[src/rtl/spdif_rx.sv]
// spdif_rx: biphase-mark S/PDIF receiver. Measures run lengths between line
// transitions, finds B/M/W preambles, decodes 28 data slots and checks parity.
module spdif_rx #(
  parameter int UI_CYCLES = 8
) (
  input  logic        clock_i,
  input  logic        reset_i,
  input  logic        spdif_i,
  output logic [23:0] sample_o,
  output logic        channel_o,
  output logic        block_o,
  output logic        valid_o,
  output logic        user_o,
  output logic        cstat_o,
  output logic        parity_err_o,
  output logic        strobe_o,
  output logic        lock_o,
  output logic        error_o
);
  localparam int H   = UI_CYCLES / 2;
  localparam int TMO = 7 * H;
  localparam int CW  = $clog2(TMO + 1);

  typedef enum logic [1:0] {HUNT, PRE, DATA, SYNC} state_t;
  typedef enum logic [2:0] {R_GLITCH, R_1UI, R_2UI, R_3UI, R_LONG} run_t;
  typedef enum logic [1:0] {P_B, P_M, P_W} pre_t;

  state_t        state, state_n;
  run_t          run, r1, r1_n, r2, r2_n;
  pre_t          ptype, ptype_n;
  logic [2:0]    sync;
  logic [CW-1:0] cnt;
  logic          trans, timeout;
  logic [1:0]    pidx, pidx_n;
  logic [4:0]    bits, bits_n;
  logic          half, half_n;
  logic [27:0]   shreg, shreg_n;
  logic          good, err, done;

  // sync[1:0] is the synchroniser, sync[2] holds the previous settled level
  assign trans   = sync[2] ^ sync[1];
  assign timeout = !trans && (cnt == CW'(TMO - 1));

  always_comb begin
    run = R_LONG;
    if      (cnt < CW'(H))     run = R_GLITCH;
    else if (cnt < CW'(3 * H)) run = R_1UI;
    else if (cnt < CW'(5 * H)) run = R_2UI;
    else if (cnt < CW'(TMO))   run = R_3UI;
  end

  always_comb begin
    state_n = state;
    pidx_n  = pidx;
    r1_n    = r1;
    r2_n    = r2;
    ptype_n = ptype;
    bits_n  = bits;
    half_n  = half;
    shreg_n = shreg;
    err     = 1'b0;
    done    = 1'b0;
    if (timeout) begin
      err     = 1'b1;
      state_n = HUNT;
    end else if (trans) begin
      if (run == R_GLITCH) begin
        err     = 1'b1;
        state_n = HUNT;
      end else begin
        case (state)
          HUNT: if (run == R_3UI) begin
            state_n = PRE;
            pidx_n  = '0;
          end
          PRE: begin
            pidx_n = pidx + 2'd1;
            if (pidx == 2'd0) r1_n = run;
            else if (pidx == 2'd1) r2_n = run;
            else begin
              state_n = DATA;
              bits_n  = '0;
              half_n  = 1'b0;
              if (r1 == R_1UI && r2 == R_1UI && run == R_3UI) ptype_n = P_B;
              else if (r1 == R_3UI && r2 == R_1UI && run == R_1UI) ptype_n = P_M;
              else if (r1 == R_2UI && r2 == R_1UI && run == R_2UI) ptype_n = P_W;
              else begin
                err     = 1'b1;
                state_n = HUNT;
              end
            end
          end
          DATA: begin
            // a cell is one 2-UI run (0) or two 1-UI runs (1)
            if (half) begin
              if (run == R_1UI) begin
                half_n  = 1'b0;
                shreg_n = {1'b1, shreg[27:1]};
                bits_n  = bits + 5'd1;
              end else begin
                err     = 1'b1;
                state_n = HUNT;
              end
            end else if (run == R_2UI) begin
              shreg_n = {1'b0, shreg[27:1]};
              bits_n  = bits + 5'd1;
            end else if (run == R_1UI) begin
              half_n = 1'b1;
            end else begin
              err     = 1'b1;
              state_n = HUNT;
            end
            if (!err && bits == 5'd27 && bits_n != bits) begin
              done    = 1'b1;
              state_n = SYNC;
            end
          end
          SYNC: begin
            if (run == R_3UI) begin
              state_n = PRE;
              pidx_n  = '0;
            end else begin
              err     = 1'b1;
              state_n = HUNT;
            end
          end
          default: state_n = HUNT;
        endcase
      end
    end
  end

  always_ff @(posedge clock_i) begin
    if (reset_i) begin
      state        <= HUNT;
      sync         <= '0;
      cnt          <= '0;
      pidx         <= '0;
      r1           <= R_GLITCH;
      r2           <= R_GLITCH;
      ptype        <= P_B;
      bits         <= '0;
      half         <= 1'b0;
      shreg        <= '0;
      good         <= 1'b0;
      sample_o     <= '0;
      channel_o    <= 1'b0;
      block_o      <= 1'b0;
      valid_o      <= 1'b0;
      user_o       <= 1'b0;
      cstat_o      <= 1'b0;
      parity_err_o <= 1'b0;
      strobe_o     <= 1'b0;
      lock_o       <= 1'b0;
      error_o      <= 1'b0;
    end else begin
      sync  <= {sync[1:0], spdif_i};
      if (trans) cnt <= CW'(1);
      else if (cnt != CW'(TMO)) cnt <= cnt + CW'(1);
      state <= state_n;
      pidx  <= pidx_n;
      r1    <= r1_n;
      r2    <= r2_n;
      ptype <= ptype_n;
      bits  <= bits_n;
      half  <= half_n;
      shreg <= shreg_n;
      strobe_o <= done;
      error_o  <= err;
      if (done) begin
        sample_o     <= shreg_n[23:0];
        valid_o      <= shreg_n[24];
        user_o       <= shreg_n[25];
        cstat_o      <= shreg_n[26];
        parity_err_o <= ^shreg_n;
        channel_o    <= (ptype == P_W);
        block_o      <= (ptype == P_B);
      end
      // parity errors still count as clean subframes for lock purposes
      if (err) begin
        lock_o <= 1'b0;
        good   <= 1'b0;
      end else if (done) begin
        lock_o <= lock_o | good;
        good   <= 1'b1;
      end
    end
  end
endmodule

[config.mk]
export PLATFORM = sky130hd
export DESIGN_NAME = spdif_rx
export DESIGN_NICKNAME = d
export VERILOG_FILES = /design/src/rtl/spdif_rx.sv
export SDC_FILE = /design/constraint.sdc
export NUM_CORES = 1
export LEC_CHECK = 0
export ABC_AREA = 1
export BUFFER_PORTS_ARGS = -buffer_cell sky130_fd_sc_hd__buf_2
export CORE_ASPECT_RATIO = 0.75
export CORE_MARGIN = 3
export CORE_UTILIZATION = 55
export CTS_BUF_LIST = sky130_fd_sc_hd__clkbuf_4 sky130_fd_sc_hd__clkbuf_8
export DETAILED_ROUTE_END_ITERATION = 8
export HOLD_SLACK_MARGIN = 0.03
export PLACE_DENSITY_LB_ADDON = 0.15
export SLEW_MARGIN = 20
export SYNTH_ARGS = -nofsm -noshare
export SYNTH_HDL_FRONTEND = slang
export SYNTH_SLANG_ARGS = --single-unit
[constraint.sdc]
create_clock -name clock_i -period 2.3 [get_ports clock_i]
set_input_delay 0.345 -clock clock_i [delete_from_list [all_inputs] [get_ports clock_i]]
set_output_delay 0.345 -clock clock_i [all_outputs]
set_load 0.005 [all_outputs]
==> flow_metrics.tcl <==
set metrics [dict create \
    status "complete, but fails checks" \
    violations "negative setup slack" \
    ys_async_sr_fraction_pct 0 \
    core_area_sq_um 7630 \
    ioPinCount 36 \
    cp_num_buf_inv 5 \
    rrSetupSlack_ps -350 \
    yosys_most_used_dff "dfxtp_1" \
    worstReg2RegStart "cnt[2]" \
    htree_levels 3 \
    post-route-period-util_pct 115 \
    yosys.area_share.simple_pct 30.8 \
    dpl-instance-area_sq_um 5160 \
    timing.critical_path.mode_cell "nand2_2" \
    wire_per_inst_um 17.4 \
    drc 0 \
    arrival_ps 2930 \
    layout-drive-gt1-share_pct 34.5 \
    cp.required_ps 2580 \
    grt_start_max_net_pins 44 \
    cts_tree "yes" \
    clkLatencyLatePin_ps 380 \
    holdBufCountCts 0 \
    yosys_warnings 0 \
    netlist_area_sq_um 4500 \
    rows 27 \
    via_count 5207 \
    grt.busiest_layer "met2" \
    gr-usage-met3_pct 7.13 \
    timing.final.max_slew_violations 0 \
    antenna_found_initial 1 \
    min-delay-start "spdif_i" \
    grt_use_met2_pct 43.4 \
    syn_inst 677 \
    grt_usage_pct 26.7 \
    dpl.cell_count 846 \
    holdPathStages 3 \
    viasPerCell 5.82 \
    reg2reg_depth 21 \
    drt_first_pass_iters 5 \
    power_density_nw_per_um2 459 \
    critPathLaunchType "flip-flop" \
    max-clock-path-buffers 2 \
    synth_edf_count 0 \
    power_mw 2.87 \
    hold_path.class "primary input to flip-flop" \
    slowest_stage "dfxtp_4" \
    max_stage_delay_ps 380 \
    crit_path_end_kind "flip-flop" \
    ys_types 37 \
    grt_pass1_wl_um 20400 \
    slew_headroom_pct 55.9 \
    tns_ps -5280 \
    power_leakage_nw 2.96 \
    first_iter_violations 596 \
    nNetsFinal 802 \
    portBuffers 35 \
    finClkSkew_ps 12.8 \
    path_max_fanout 5 \
    synthMuxAreaShare_pct 0 \
    grt_overflow 0 \
    cts-root-buf "clkbuf_8" \
    drt_wl_total_um 15600 \
    ys_seq_area_share_pct 39.2 \
    holdWs_ps 170 \
    crit_chain "inv_4 -> ha_4 -> buf_4 -> nand4_1 -> nand2_4 -> buf_8 -> nand3_1 -> nand2_2 -> nand2_1 -> nand2_2 -> inv_2 -> nand2_2 -> nand2_2 -> nand2_2 -> nand2_2 -> nand2_1 -> nand2_2 -> nand2_1 -> nand3_1 -> nand2_1 -> inv_1" \
    cts_buffers 9 \
    finalWorstSetupSlack_ps -346 \
    fin_crit_ps 2650 \
    reg2reg_to "parity_err_o" \
    synth_seq_cells 88 \
    die_y_um 84.3 \
    grt_pass1_vias 4436 \
    synth_compound_area_share_pct 16.0 \
    syn-num-nets 690 \
    clock_sinks 88 \
    gp_congestion 0.927 \
    final_cells 895 \
    die_area_sq_um 9310 \
    grt_use_met1_pct 34.1 \
    dp_hpwl_um 8110 \
    synthToLayoutAreaGrowth_pct 39.3 \
    num_antenna_cells 0 \
    timing.fmax_ghz 0.378 \
    ir_drop_v 0.000426 \
    final_area_sq_um 6270 \
    synth_top_family_by_area "simple AND/OR/NAND/NOR gates" \
    path_clk_slew_ps 90 \
    maxCapViolCount 0 \
    critical_path_class "flip-flop to flip-flop" \
    tightestPinTransition_ps 656 \
    critPathTopFamily "simple AND/OR/NAND/NOR gates" \
    start_util_pct 58.9 \
    die_w_um 110 \
    synth-xor-area-share_pct 0.584 \
    avgSynthCellArea_sq_um 6.64 \
    rsz0062_at_grt "true" \
    ant_nets 0 \
    hold_violations 0 \
    finalSetupViolations 30 \
    hold_path_end "sync[0]" \
    synth_adder_area_share_pct 2.78 \
]
power breakdown:
part           internal (mW)  total (mW)  switching (mW)
combinational         0.0296      0.0906          0.0609
clock                  0.670        1.25           0.578
sequential              1.53        1.53         0.00601
total                   2.23        2.87           0.645
sequential cells by signal (all words and copies together), names as in the netlist, 2 cells and up:
name      count
ptype         2
state         2
cnt           5
bits          5
r1            3
sync          3
sample_o     24
shreg        28
pidx          2
r2            3
routing by layer:
metal / routed length (um) / up-vias
met1: 6260 / 2422
met2: 7200 / 329
met5: 13 / -
met3: 1450 / 78
met4: 629 / 2
li1: - / 2376
stage by stage:
stage	worst slack, ps	util, %
floorplan	-2.02	-
global placement	-88.0	67.7
detailed placement	-162	67.7
CTS	-100	74.8
global route	-443	82.1
finish	-346	82.1
tightest hold or removal path: stages:
cell	delay, ps
buf_2	80
inv_1	30
nor2_1	60
cell type report:
cell class / count / area (sq um)
Clock inverter: 5 / 78.8
Fill cell: 462 / 1370
Inverter: 82 / 313
Multi-Input combinational cell: 480 / 2640
Clock buffer: 11 / 151
Sequential cell: 88 / 1770
Timing Repair Buffer: 128 / 1190
Tap cell: 101 / 126
logic make-up (layout without fill, tap and decap cells):
kind of cell / Yosys count / count (layout)
buf+inv: 109 / 226
compound gates: 129 / 129
simple gates: 338 / 338
flops: 88 / 88
fa+ha+maj: 10 / 10
xor+xnor: 3 / 3
cells in the mapped netlist, types with 2 or more instances:
cell type	n	area share [%]
nand2_1	220	18
dfxtp_1	88	39
inv_1	79	6.6
nor2_1	59	4.9
o21ai_0	53	5.9
a21oi_1	48	5.3
nand3_1	39	4.3
buf_2	10	1.1
ha_1	10	2.8
o21ai_2	10	1.9
clkbuf_1	8	0.67
o21ai_1	7	0.78
buf_6	6	1.5
nor3_1	4	0.45
a211oi_1	3	0.50
buf_4	3	0.50
nand3_2	3	0.67
nand4_1	3	0.42
a31oi_1	2	0.28
inv_2	2	0.17
nand2_2	2	0.28
or2_2	2	0.28
xor2_1	2	0.39
how the worst max path moves through the flow:
| stage | end | startpoint | slack [ps] | cells after the start |
|---|---|---|---|---|
| floorplan | parity_err_o | cnt[2] | -2 | 25 |
| global placement | parity_err_o | cnt[2] | -90 | 23 |
| detailed placement | parity_err_o | cnt[2] | -160 | 21 |
| CTS | parity_err_o | cnt[2] | -100 | 24 |
| global route | parity_err_o | cnt[2] | -440 | 24 |
| finish | parity_err_o | cnt[2] | -350 | 21 |
timing repair:
| action | in CTS | in global routing |
|---|---|---|
| gates resized for setup | 39 | 124 |
| pin swaps | 18 | 56 |
| endpoints found under the setup margin | 4 | 38 |
| buffers inserted | 9 | 13 |
| cloned | 4 | 9 |
cells in the final DEF (no fill, tap or decap), drive strengths merged:
master  Yosys  layout
buf        19     120
o21ai      71      71
clkinv      1       4
clkbuf      8      19
a21oi      48      48
o22ai       1       1
nand4       3       3
xnor2       1       1
nor2       61      61
and3        1       1
nand2     222     222
bufinv      0       2
inv        81      81
o211ai      1       1
dfxtp      88      88
o41ai       1       1
xor2        2       2
o21a        1       1
or2         2       2
nand3      42      42
a31oi       2       2
nor4        2       2
nor3        4       4
nand3b      1       1
a211oi      3       3
o221a       1       1
ha         10      10
No activity file was read; power rests on OpenSTA's default activity.
